<file path="src/rtl/pipe_ctrl_pkg.sv">
// rtl/pipe_ctrl_pkg.sv - shared types and control-word layout for the ID/EX pipeline controller
//
// Purpose : FSM state type, control-word field slices and bit indices, bubble
//           constant and the wait-counter width used by idex_hazard_ctrl.
// Ports   : none (package)

package pipe_ctrl_pkg;

   typedef enum logic [0:0] {
      ST_RUN      = 1'b0,
      ST_MDU_WAIT = 1'b1
   } state_t;

   // Control word layout: {EX[4:0], M[2:0], WB[1:0]}
   localparam int UC_W     = 10;
   localparam int UC_WB_LO = 0;
   localparam int UC_WB_HI = 1;
   localparam int UC_M_LO  = 2;
   localparam int UC_M_HI  = 4;
   localparam int UC_EX_LO = 5;
   localparam int UC_EX_HI = 9;
   localparam int M_W      = UC_M_HI - UC_M_LO + 1;

   // Bit indices inside the WB and M fields
   localparam int WB_REGWRITE = 0;
   localparam int WB_MEMTOREG = 1;
   localparam int M_MEMREAD   = 0;
   localparam int M_MEMWRITE  = 1;
   localparam int M_BRANCH    = 2;

   // Same bits expressed as absolute positions in the full control word
   localparam int UC_REGWRITE = UC_WB_LO + WB_REGWRITE;
   localparam int UC_MEMTOREG = UC_WB_LO + WB_MEMTOREG;
   localparam int UC_MEMREAD  = UC_M_LO + M_MEMREAD;
   localparam int UC_MEMWRITE = UC_M_LO + M_MEMWRITE;
   localparam int UC_BRANCH   = UC_M_LO + M_BRANCH;

   localparam logic [UC_W-1:0] UC_BUBBLE = 10'b0;

   // Wait counter must hold MDU_LAT-1 for MDU_LAT up to 32
   localparam int WCNT_W = 5;

   // A load is in flight when the M field has MemRead set
   function automatic logic m_is_load(input logic [M_W-1:0] m);
      logic [M_W-1:0] mask;
      mask = '0;
      mask[M_MEMREAD] = 1'b1;
      return (m & mask) != '0;
   endfunction

endpackage

</file>
<file path="src/rtl/idex_hazard_ctrl_sat_counter.sv">
// rtl/idex_hazard_ctrl_sat_counter.sv - saturating up-counter for pipeline performance events
//
// Purpose : counts cycles where inc is high; holds at all-ones instead of wrapping.
// Ports   : clk  in  1  rising-edge clock
//           rst  in  1  synchronous active-high clear
//           inc  in  1  count enable for this cycle
//           q    out W  current count

module sat_counter #(
   parameter int W = 16
) (
   input  logic         clk,
   input  logic         rst,
   input  logic         inc,
   output logic [W-1:0] q
);

   logic [W-1:0] r_q;

   always_ff @(posedge clk) begin
      if (rst) begin
         r_q <= '0;
      end else if (inc && (r_q != {W{1'b1}})) begin
         r_q <= r_q + 1'b1;
      end
   end

   assign q = r_q;

endmodule

</file>
<file path="src/rtl/idex_hazard_ctrl.sv">
// rtl/idex_hazard_ctrl.sv - ID/EX bubble, front-end enable and flush control for the 5-stage core
//
// Purpose : per cycle, chooses between passing the control word into ID/EX or a bubble,
//           and drives PC / IF/ID enables and the IF/ID flush. Resolves taken branches,
//           load-use hazards and fixed-latency MDU occupancy; keeps saturating stall and
//           flush counters.
// Ports   : clk              in   1      rising-edge clock
//           rst              in   1      synchronous active-high reset
//           id_uc            in   10     control word {EX,M,WB} from the control unit
//           id_rs / id_rt    in   5      source register fields of the instruction in ID
//           id_uses_rt       in   1      ID instruction reads rt
//           id_is_mdu        in   1      ID instruction is a multi-cycle MDU op
//           idex_m           in   3      M field held in ID/EX
//           idex_rt          in   5      rt destination held in ID/EX
//           ex_branch_taken  in   1      branch in EX resolved taken
//           uc_out           out  10     control word into ID/EX (0 = bubble)
//           pc_write         out  1      PC load enable
//           ifid_write       out  1      IF/ID load enable
//           ifid_flush       out  1      IF/ID clear
//           busy_mdu         out  1      waiting on an MDU op
//           stall_cnt        out  CNT_W  front-end stall cycles (saturating)
//           flush_cnt        out  CNT_W  branch flushes (saturating)

module idex_hazard_ctrl
   import pipe_ctrl_pkg::*;
#(
   parameter int MDU_LAT = 4,
   parameter int CNT_W   = 16
) (
   input  logic             clk,
   input  logic             rst,
   input  logic [9:0]       id_uc,
   input  logic [4:0]       id_rs,
   input  logic [4:0]       id_rt,
   input  logic             id_uses_rt,
   input  logic             id_is_mdu,
   input  logic [2:0]       idex_m,
   input  logic [4:0]       idex_rt,
   input  logic             ex_branch_taken,
   output logic [9:0]       uc_out,
   output logic             pc_write,
   output logic             ifid_write,
   output logic             ifid_flush,
   output logic             busy_mdu,
   output logic [CNT_W-1:0] stall_cnt,
   output logic [CNT_W-1:0] flush_cnt
);

   localparam logic [WCNT_W-1:0] WAIT_INIT = WCNT_W'(MDU_LAT - 1);

   state_t            r_state;
   logic [WCNT_W-1:0] r_wcnt;

   state_t            w_state_nxt;
   logic [WCNT_W-1:0] w_wcnt_nxt;
   logic              w_lu;
   logic              w_stall_inc;
   logic              w_flush_inc;

   // Register $zero is never a real dependency, so a load into r0 cannot stall.
   assign w_lu = m_is_load(idex_m) && (idex_rt != 5'd0) &&
                 ((idex_rt == id_rs) || (id_uses_rt && (idex_rt == id_rt)));

   always_comb begin
      uc_out      = UC_BUBBLE;
      pc_write    = 1'b0;
      ifid_write  = 1'b0;
      ifid_flush  = 1'b0;
      w_state_nxt = r_state;
      w_wcnt_nxt  = r_wcnt;
      w_stall_inc = 1'b0;
      w_flush_inc = 1'b0;

      if (rst) begin
         // Hold the front end and keep IF/ID cleared until reset releases.
         ifid_flush = 1'b1;
      end else begin
         unique case (r_state)
            ST_RUN: begin
               if (ex_branch_taken) begin
                  // Wrong-path instruction in ID (MDU or not) is dropped here.
                  ifid_flush  = 1'b1;
                  pc_write    = 1'b1;
                  ifid_write  = 1'b1;
                  w_flush_inc = 1'b1;
               end else if (w_lu) begin
                  // Bubble carries MemRead=0, so the hazard self-clears next cycle.
                  w_stall_inc = 1'b1;
               end else if (id_is_mdu) begin
                  uc_out      = id_uc;
                  pc_write    = 1'b1;
                  ifid_write  = 1'b1;
                  w_state_nxt = ST_MDU_WAIT;
                  w_wcnt_nxt  = WAIT_INIT;
               end else begin
                  uc_out     = id_uc;
                  pc_write   = 1'b1;
                  ifid_write = 1'b1;
               end
            end

            ST_MDU_WAIT: begin
               // EX holds only the MDU op or bubbles, so branch and load-use
               // inputs cannot be meaningful here and are ignored.
               w_stall_inc = 1'b1;
               w_wcnt_nxt  = r_wcnt - 1'b1;
               if (r_wcnt <= WCNT_W'(1)) begin
                  w_state_nxt = ST_RUN;
               end
            end

            default: begin
               w_state_nxt = ST_RUN;
               w_wcnt_nxt  = '0;
            end
         endcase
      end
   end

   assign busy_mdu = !rst && (r_state == ST_MDU_WAIT);

   always_ff @(posedge clk) begin
      if (rst) begin
         r_state <= ST_RUN;
         r_wcnt  <= '0;
      end else begin
         r_state <= w_state_nxt;
         r_wcnt  <= w_wcnt_nxt;
      end
   end

   sat_counter #(.W(CNT_W)) u_stall_cnt (
      .clk (clk),
      .rst (rst),
      .inc (w_stall_inc),
      .q   (stall_cnt)
   );

   sat_counter #(.W(CNT_W)) u_flush_cnt (
      .clk (clk),
      .rst (rst),
      .inc (w_flush_inc),
      .q   (flush_cnt)
   );

endmodule

</file>
<file path="config.mk">
export PLATFORM = sky130hd
export DESIGN_NAME = idex_hazard_ctrl
export DESIGN_NICKNAME = d
export VERILOG_FILES = /design/src/rtl/pipe_ctrl_pkg.sv /design/src/rtl/idex_hazard_ctrl_sat_counter.sv /design/src/rtl/idex_hazard_ctrl.sv
export SDC_FILE = /design/constraint.sdc
export NUM_CORES = 1
export LEC_CHECK = 0
export CAP_MARGIN = 15
export CORE_AREA = 2 2 75 70
export DETAILED_ROUTE_END_ITERATION = 10
export DIE_AREA = 0 0 77 72
export PLACE_DENSITY = 0.79
export SYNTH_ARGS = -nofsm -noshare
export SYNTH_HDL_FRONTEND = slang
export SYNTH_SLANG_ARGS = --single-unit
</file>
<file path="constraint.sdc">
create_clock -name clk -period 2.1 [get_ports clk]
set_clock_uncertainty 0.15 [all_clocks]
set_input_delay 0.21 -clock clk [delete_from_list [all_inputs] [get_ports clk]]
set_output_delay 0.21 -clock clk [all_outputs]
set_load 0.005 [all_outputs]
</file>
Word level (Yosys, flattened, before mapping)

Index checks and enable logic that the tools add are counted.
W data, S select, Z words.

Logic and storage cells: 51
Output and inout bits: 46
Input bits: 33
Register bits after elaboration: 38

Add/sub/neg operators: 3
Bitwise logic cells: 1
Reduce and logical (&&, ||, !) cells: 10
Equality and inequality tests: 7
$lt $le $gt $ge: 1
Mux-type cells: 25

Operator list:

| kind                    | count |
|---|---|
| $mux W10                | 4 |
| $add A16 B1 Y16 const B | 2 |
| $ne A16 B16 Y1 const B  | 2 |
| $mux W1                 | 15 |
| $mux W5                 | 3 |
| $eq A5 B5 Y1            | 2 |
| $pmux W5 S2             | 1 |
| $logic_and A1 B1 Y1     | 6 |
| $ne A2 B2 Y1 const B    | 3 |
| $le A5 B1 Y1 const B    | 1 |
| $reduce_bool A5 Y1      | 1 |
| $sub A5 B1 Y5 const B   | 1 |
| $pmux W1 S2             | 2 |
| $reduce_and A3 Y1       | 1 |
| $logic_not A1 Y1        | 1 |
| $logic_or A1 B1 Y1      | 1 |
| $not A1 Y1              | 1 |

Logic depth before layout (Yosys ltp)

Depth after elaboration: 9
Gate-level depth with buffers: 9
Gate-level depth less buffers: 7

Modules after synthesis

A second synthesis with hierarchy kept.

Cells, all modules: 272
Area total of the unflattened synthesis: 2347.3 µm²

Modules (own cells, without submodules):

| module           | cells an instance | seq. area each (µm²) | area each (µm²) | times used |
|---|---|---|---|---|
| sat_counter      | 99                | 320.3                | 848.3           | 2 |
| idex_hazard_ctrl | 74                | 120.1                | 650.6           | 1 |

Worst setup path after synthesis

No wires, ideal clock.

Path type: register to register
Start: reg u_flush_cnt.r_q[3], in the netlist u_flush_cnt.q[3]
End: reg u_flush_cnt.r_q[11], in the netlist u_flush_cnt.q[11]
Stages on the path, launching flop included: 9
Setup time: 0.128 ns
Data arrival time: 1.687 ns
Path buffers: 1
Path slack: 0.135 ns
Period minus slack after synthesis: 1.965 ns
Data required time: 1.822 ns
Cell sequence: dfxtp_1 > nand4_1 > nor4_1 > a31oi_2 > nand4_1 > buf_4 > nor3_1 > xnor2_1 > nor2_1

Word-level cells in the longest chain between the ends: 2
Elaborated cells on any way between the ends: 3
Classes of those cells: add/sub (1); eq/ne (1); reduce/logical (1)

Ends and longest elaborated chain:

| item                                                                    | RTL line                           | source |
|---|---|---|
| start, declared                                                         | idex_hazard_ctrl_sat_counter.sv:18 | `logic [W-1:0] r_q;` |
| start signal, assigned                                                  | idex_hazard_ctrl_sat_counter.sv:24 | `r_q <= r_q + 1'b1;` |
| parallel branches: the longest is 2 deep, another holds $add A16 B1 Y16 | n/a                                |  |

Several ways; the timed one is not identified.
A chain may end at the register's enable or synchronous reset.

Final worst setup path

Start: in idex_rt[2]
End: out uc_out[9]

Word-level cells in the longest chain between the ends: 8
Elaborated cells on any way between the ends: 11
Classes of those cells: eq/ne (2); mux (4); reduce/logical (5)

Ends and longest elaborated chain:

| item                  | RTL line               | source |
|---|---|---|
| start, declared       | idex_hazard_ctrl.sv:38 | `input logic [4:0] idex_rt,` |
| $eq A5 B5 Y1          | idex_hazard_ctrl.sv:62 | `((idex_rt == id_rs) \|\| (id_uses_rt && (idex_rt == id_rt)));` |
| $logic_and A1 B1 Y1   | idex_hazard_ctrl.sv:62 |  |
| $logic_or A1 B1 Y1    | idex_hazard_ctrl.sv:62 |  |
| $logic_and A1 B1 Y1 * | idex_hazard_ctrl.sv:61 | `assign w_lu = m_is_load(idex_m) && (idex_rt != 5'd0) &&` |
| $mux W10 *            | idex_hazard_ctrl.sv:86 | `end else if (w_lu) begin` |
| $mux W10 *            | idex_hazard_ctrl.sv:80 | `if (ex_branch_taken) begin` |
| $mux W10 *            | idex_hazard_ctrl.sv:78 | `unique case (r_state)` |
| $mux W10 *            | idex_hazard_ctrl.sv:74 | `if (rst) begin` |
| end, declared         | idex_hazard_ctrl.sv:40 | `output logic [9:0] uc_out,` |

Every way passes the cells marked *; elsewhere a longest branch is shown, timed or not.

==> summary by stage <==
Status
The flow ran to the end, but the final reports show violations. The final reports fail on negative setup slack.

Yosys
The portion of the post-synthesis area used by sequential elements is 37.1%. The synthesized design contains 0 enable-type register cells. In the synthesized netlist the async set-or-reset flop fraction comes to 0%. After synthesis, the most frequently instantiated cells are dfxtp_1, nor2_1, xor2_1.

The distinct cell type count after synthesis is 42. The number of nets handed over by synthesis was 283. The dominant synthesized flop cell is dfxtp_1. By area the synthesized netlist is led by dfxtp_1, xor2_1, nor2_1. The post-synthesis cell area is 2050 µm². The synthesis warning total is 0.

By instance count, the leading cell after synthesis is dfxtp_1. dfxtp_1 takes more of the synthesized area than any other cell. The mean area per synthesized cell is 8.34 µm². The synthesized design contains 38 register bits. Synthesis produced a netlist whose cell count is 246. The top cell type by area accounts for 37.1% of the synthesized area.

GRT
The largest net degree at the start of global routing is 23. Global routing used 21.2% of the available tracks across all layers. The initial antenna violation count is 0. Summed over all layers, the global routing overflow is 0. The via count of the first global-routing pass was 2128. The first global-routing pass estimated 9540 µm of wire.

Worst setup path
At the worst endpoint, the arrival time is 1860 ps. For this design, the slowest cell found on the critical path is or4_4. On the critical path the largest part of the delay comes from simple AND/OR/NAND/NOR gates.

Data on the critical path is required at its endpoint by 1740 ps. The endpoint kind of the worst setup timing path is an output port. The critical path goes through buf_8 -> or4_4 -> o21ai_4 -> buf_6 -> nor2_4 -> nor4_4 -> buf_2 -> buf_6 -> and2_4 -> buf_6. The stage delay of the slowest cell on the critical path is 540 ps. Counting stages on the worst path, the most repeated cell is buf_6.

The number of buffers and inverters on the critical path is 5. The type of the setup path with the least slack is in -> out. Of all nets on the critical path, the largest fanout is 5. The category of the worst setup path launch point is an input pin.

Floorplanning
For this design the top-level I/O count stands at 79. The die is 72 µm tall. The floorplan step defined a die boundary enclosing 5540 µm². For this configuration, the core starts out at a cell density of 43.2%.

The initialized floorplan defines 24 standard-cell rows. The floorplan die width is 77 µm. The core area is 4740 µm².

Power
In this run, flip-flops and latches consume 45.8% of the power. The net switching power of the design is 413 µW. Summing internal, switching and leakage power gives 1.65 mW. The clock network power share is 36.0%. The power density over the cells is 496 nW/µm². The switching power as a share of total power is 25.1%. Across the VDD grid, the largest voltage drop is 0.000345 V. The cell-internal power is 1.24 mW.

In this run the static leakage power is 1.32 nW. In this run, the combinational gates consume 18.2% of the power.

Timing
Static timing analysis puts the maximum clock frequency at 0.451 GHz. The number of endpoints with negative hold slack in the final report came to 0. The share of the clock period used by the worst path after layout is 105%.

The worst-case setup margin in the final layout is -115 ps. Summed over all failing endpoints, the final setup total negative slack is -739 ps. The final number of max-transition violations is 0. Setup repair after global routing could not meet its margin everywhere. The relative max-transition margin is 79.4%.

The smallest clock period supported by the final layout is computed as 2220 ps. Setup violations remaining at the end of the flow were counted as 11. The slew at the pin closest to its max-slew limit is 310 ps.

Final layout
The total of fill cells in the finished design is 404. The finished layout cell area is 3320 µm². The fraction of final layout cells sized beyond drive strength 1 is 26.5%.

The final design utilization is 70.0%. The number of antenna diodes in the final layout is 0. Compared with the post-synthesis result, the final layout area differs by 61.8%. The net count of the finished layout is 395.

Placement
The final weighted congestion in routability-driven placement is 0.812. The final HPWL from detailed placement is 4040 µm. OpenSTA, run right after detailed placement, puts the worst setup slack at -817 ps. In this run the cell area measured after placement is 3040 µm². The port buffer count is 76.

Drt
The pre-antenna-repair detailed-routing pass consisted of 4 iterations. The via count normalized by instance count is 5.11. The total detailed-routing wirelength is 5930 µm. The total vias in the final route is 2168. After detailed routing, the number of remaining DRC violations is 0. The average wire length per cell after detail routing is 14.0 µm. The DRC violation total after the first TritonRoute iteration is 79. The detail route stage leaves a number of antenna-violating nets equal to 0.

Clock network
The later pin in the worst-skew pair is clocked with a latency of 290 ps. The number of clock buffers added by TritonCTS is 5. The number of clock sinks seen by CTS is 38. The TritonCTS clock tree is done. The hold-fix buffer count after cts is 0. In this run the deepest clock path goes through 2 buffers. The cell at the root of the clock tree is clkbuf_8.

Clock-pin slew was measured on the worst setup and hold paths at 70 ps. The deepest level of the CTS H-tree is 2.

Worst hold path
The worst hold path belongs to the class reg -> reg.

Flow run
Across the run, the number of max-cap violations was 0.
==> state kept, by name, summed over array words and instances (netlist names) <==
register,count
r_wcnt,5
r_state,1
u_stall_cnt.q,16
u_flush_cnt.q,16
==> through the flow <==
step / instances / hold slack, ps
after global placement: 404 / 330
after global routing: 424 / 387
after CTS: 423 / 347
after detailed placement: 404 / 334
final: 424 / 341
after floorplan: 246 / 266
==> path summary, 6_finish.rpt <==
path	startpoint	endpoint	slack, ps	depth (start not counted)
setup / recovery	idex_rt[2]	uc_out[9]	-120	10
hold / removal	u_stall_cnt.q[1]	u_stall_cnt.q[1]	340	2
setup reg to reg	u_stall_cnt.q[9]	u_stall_cnt.q[15]	130	7
hold reg to reg	u_stall_cnt.q[1]	u_stall_cnt.q[1]	340	2
==> tightest hold or removal path: stages, from the launching register on <==
cell and delay (ps):
dfxtp_1 330, nand2_1 60, a21oi_1 50
==> layer usage <==
metal  global-route usage, %  vias up  part of all wire [%]
li1                        -     1078                     -
met1                    24.4     1003                    42
met2                    39.0       69                    51
met3                    3.98       18                   3.8
met4                    8.53        0                   2.7
met5                       0        -                     0
==> layout make-up <==
| cell class | count | area (µm²) | area share, % |
|---|---|---|---|
| clock buffer | 8 | 110 | 3.32 |
| inverter | 10 | 37.5 | 1.13 |
| multi-input combinational | 190 | 1310 | 39.5 |
| sequential | 38 | 762 | 22.9 |
| tap | 65 | 81.3 | 2.45 |
| timing repair buffer | 113 | 1020 | 30.6 |
==> placed cells by master (no fill, tap or decap), types with 3 or more instances in the layout <==
cell type / instances
o21ai_0: 8
and2_1: 4
xnor2_1: 4
nand4_1: 10
nand3_1: 11
clkdlybuf4s50_1: 49
dfxtp_1: 37
buf_4: 31
nand2_1: 16
or3_1: 6
buf_6: 14
clkbuf_8: 8
buf_2: 10
and3_1: 5
nand3_2: 3
nor2_1: 34
nor3_1: 8
inv_1: 9
ha_1: 4
a21oi_1: 8
and2_4: 7
dlygate4sd2_1: 5
xor2_1: 24
==> power groups by stage <==
| stage | sequential, mW | combinational [mW] | clock (mW) |
|---|---|---|---|
| global placement | 0.770 | 0.256 | 0 |
| CTS | 0.755 | 0.280 | 0.603 |
| finish | 0.755 | 0.300 | 0.593 |
| global route | 0.758 | 0.324 | 0.633 |
| detailed placement | 0.771 | 0.262 | 0 |
| floorplan | 0.764 | 0.120 | 0 |
==> logic make-up after synthesis <==
logic type	share of synthesized area [%]
xor+xnor	12.4
flops	37.1
simple gates	29.8
mux	1.52
compound gates	12.7
fa+ha+maj	2.44
buf+inv	4.02
==> repair_timing <==
action	CTS	global route
setup buffers	10	2
cloned	1	0
gates resized for setup	106	21
setup endpoints to repair	33	26
pin swaps	24	12
No activity file was read; power rests on OpenSTA's default activity.
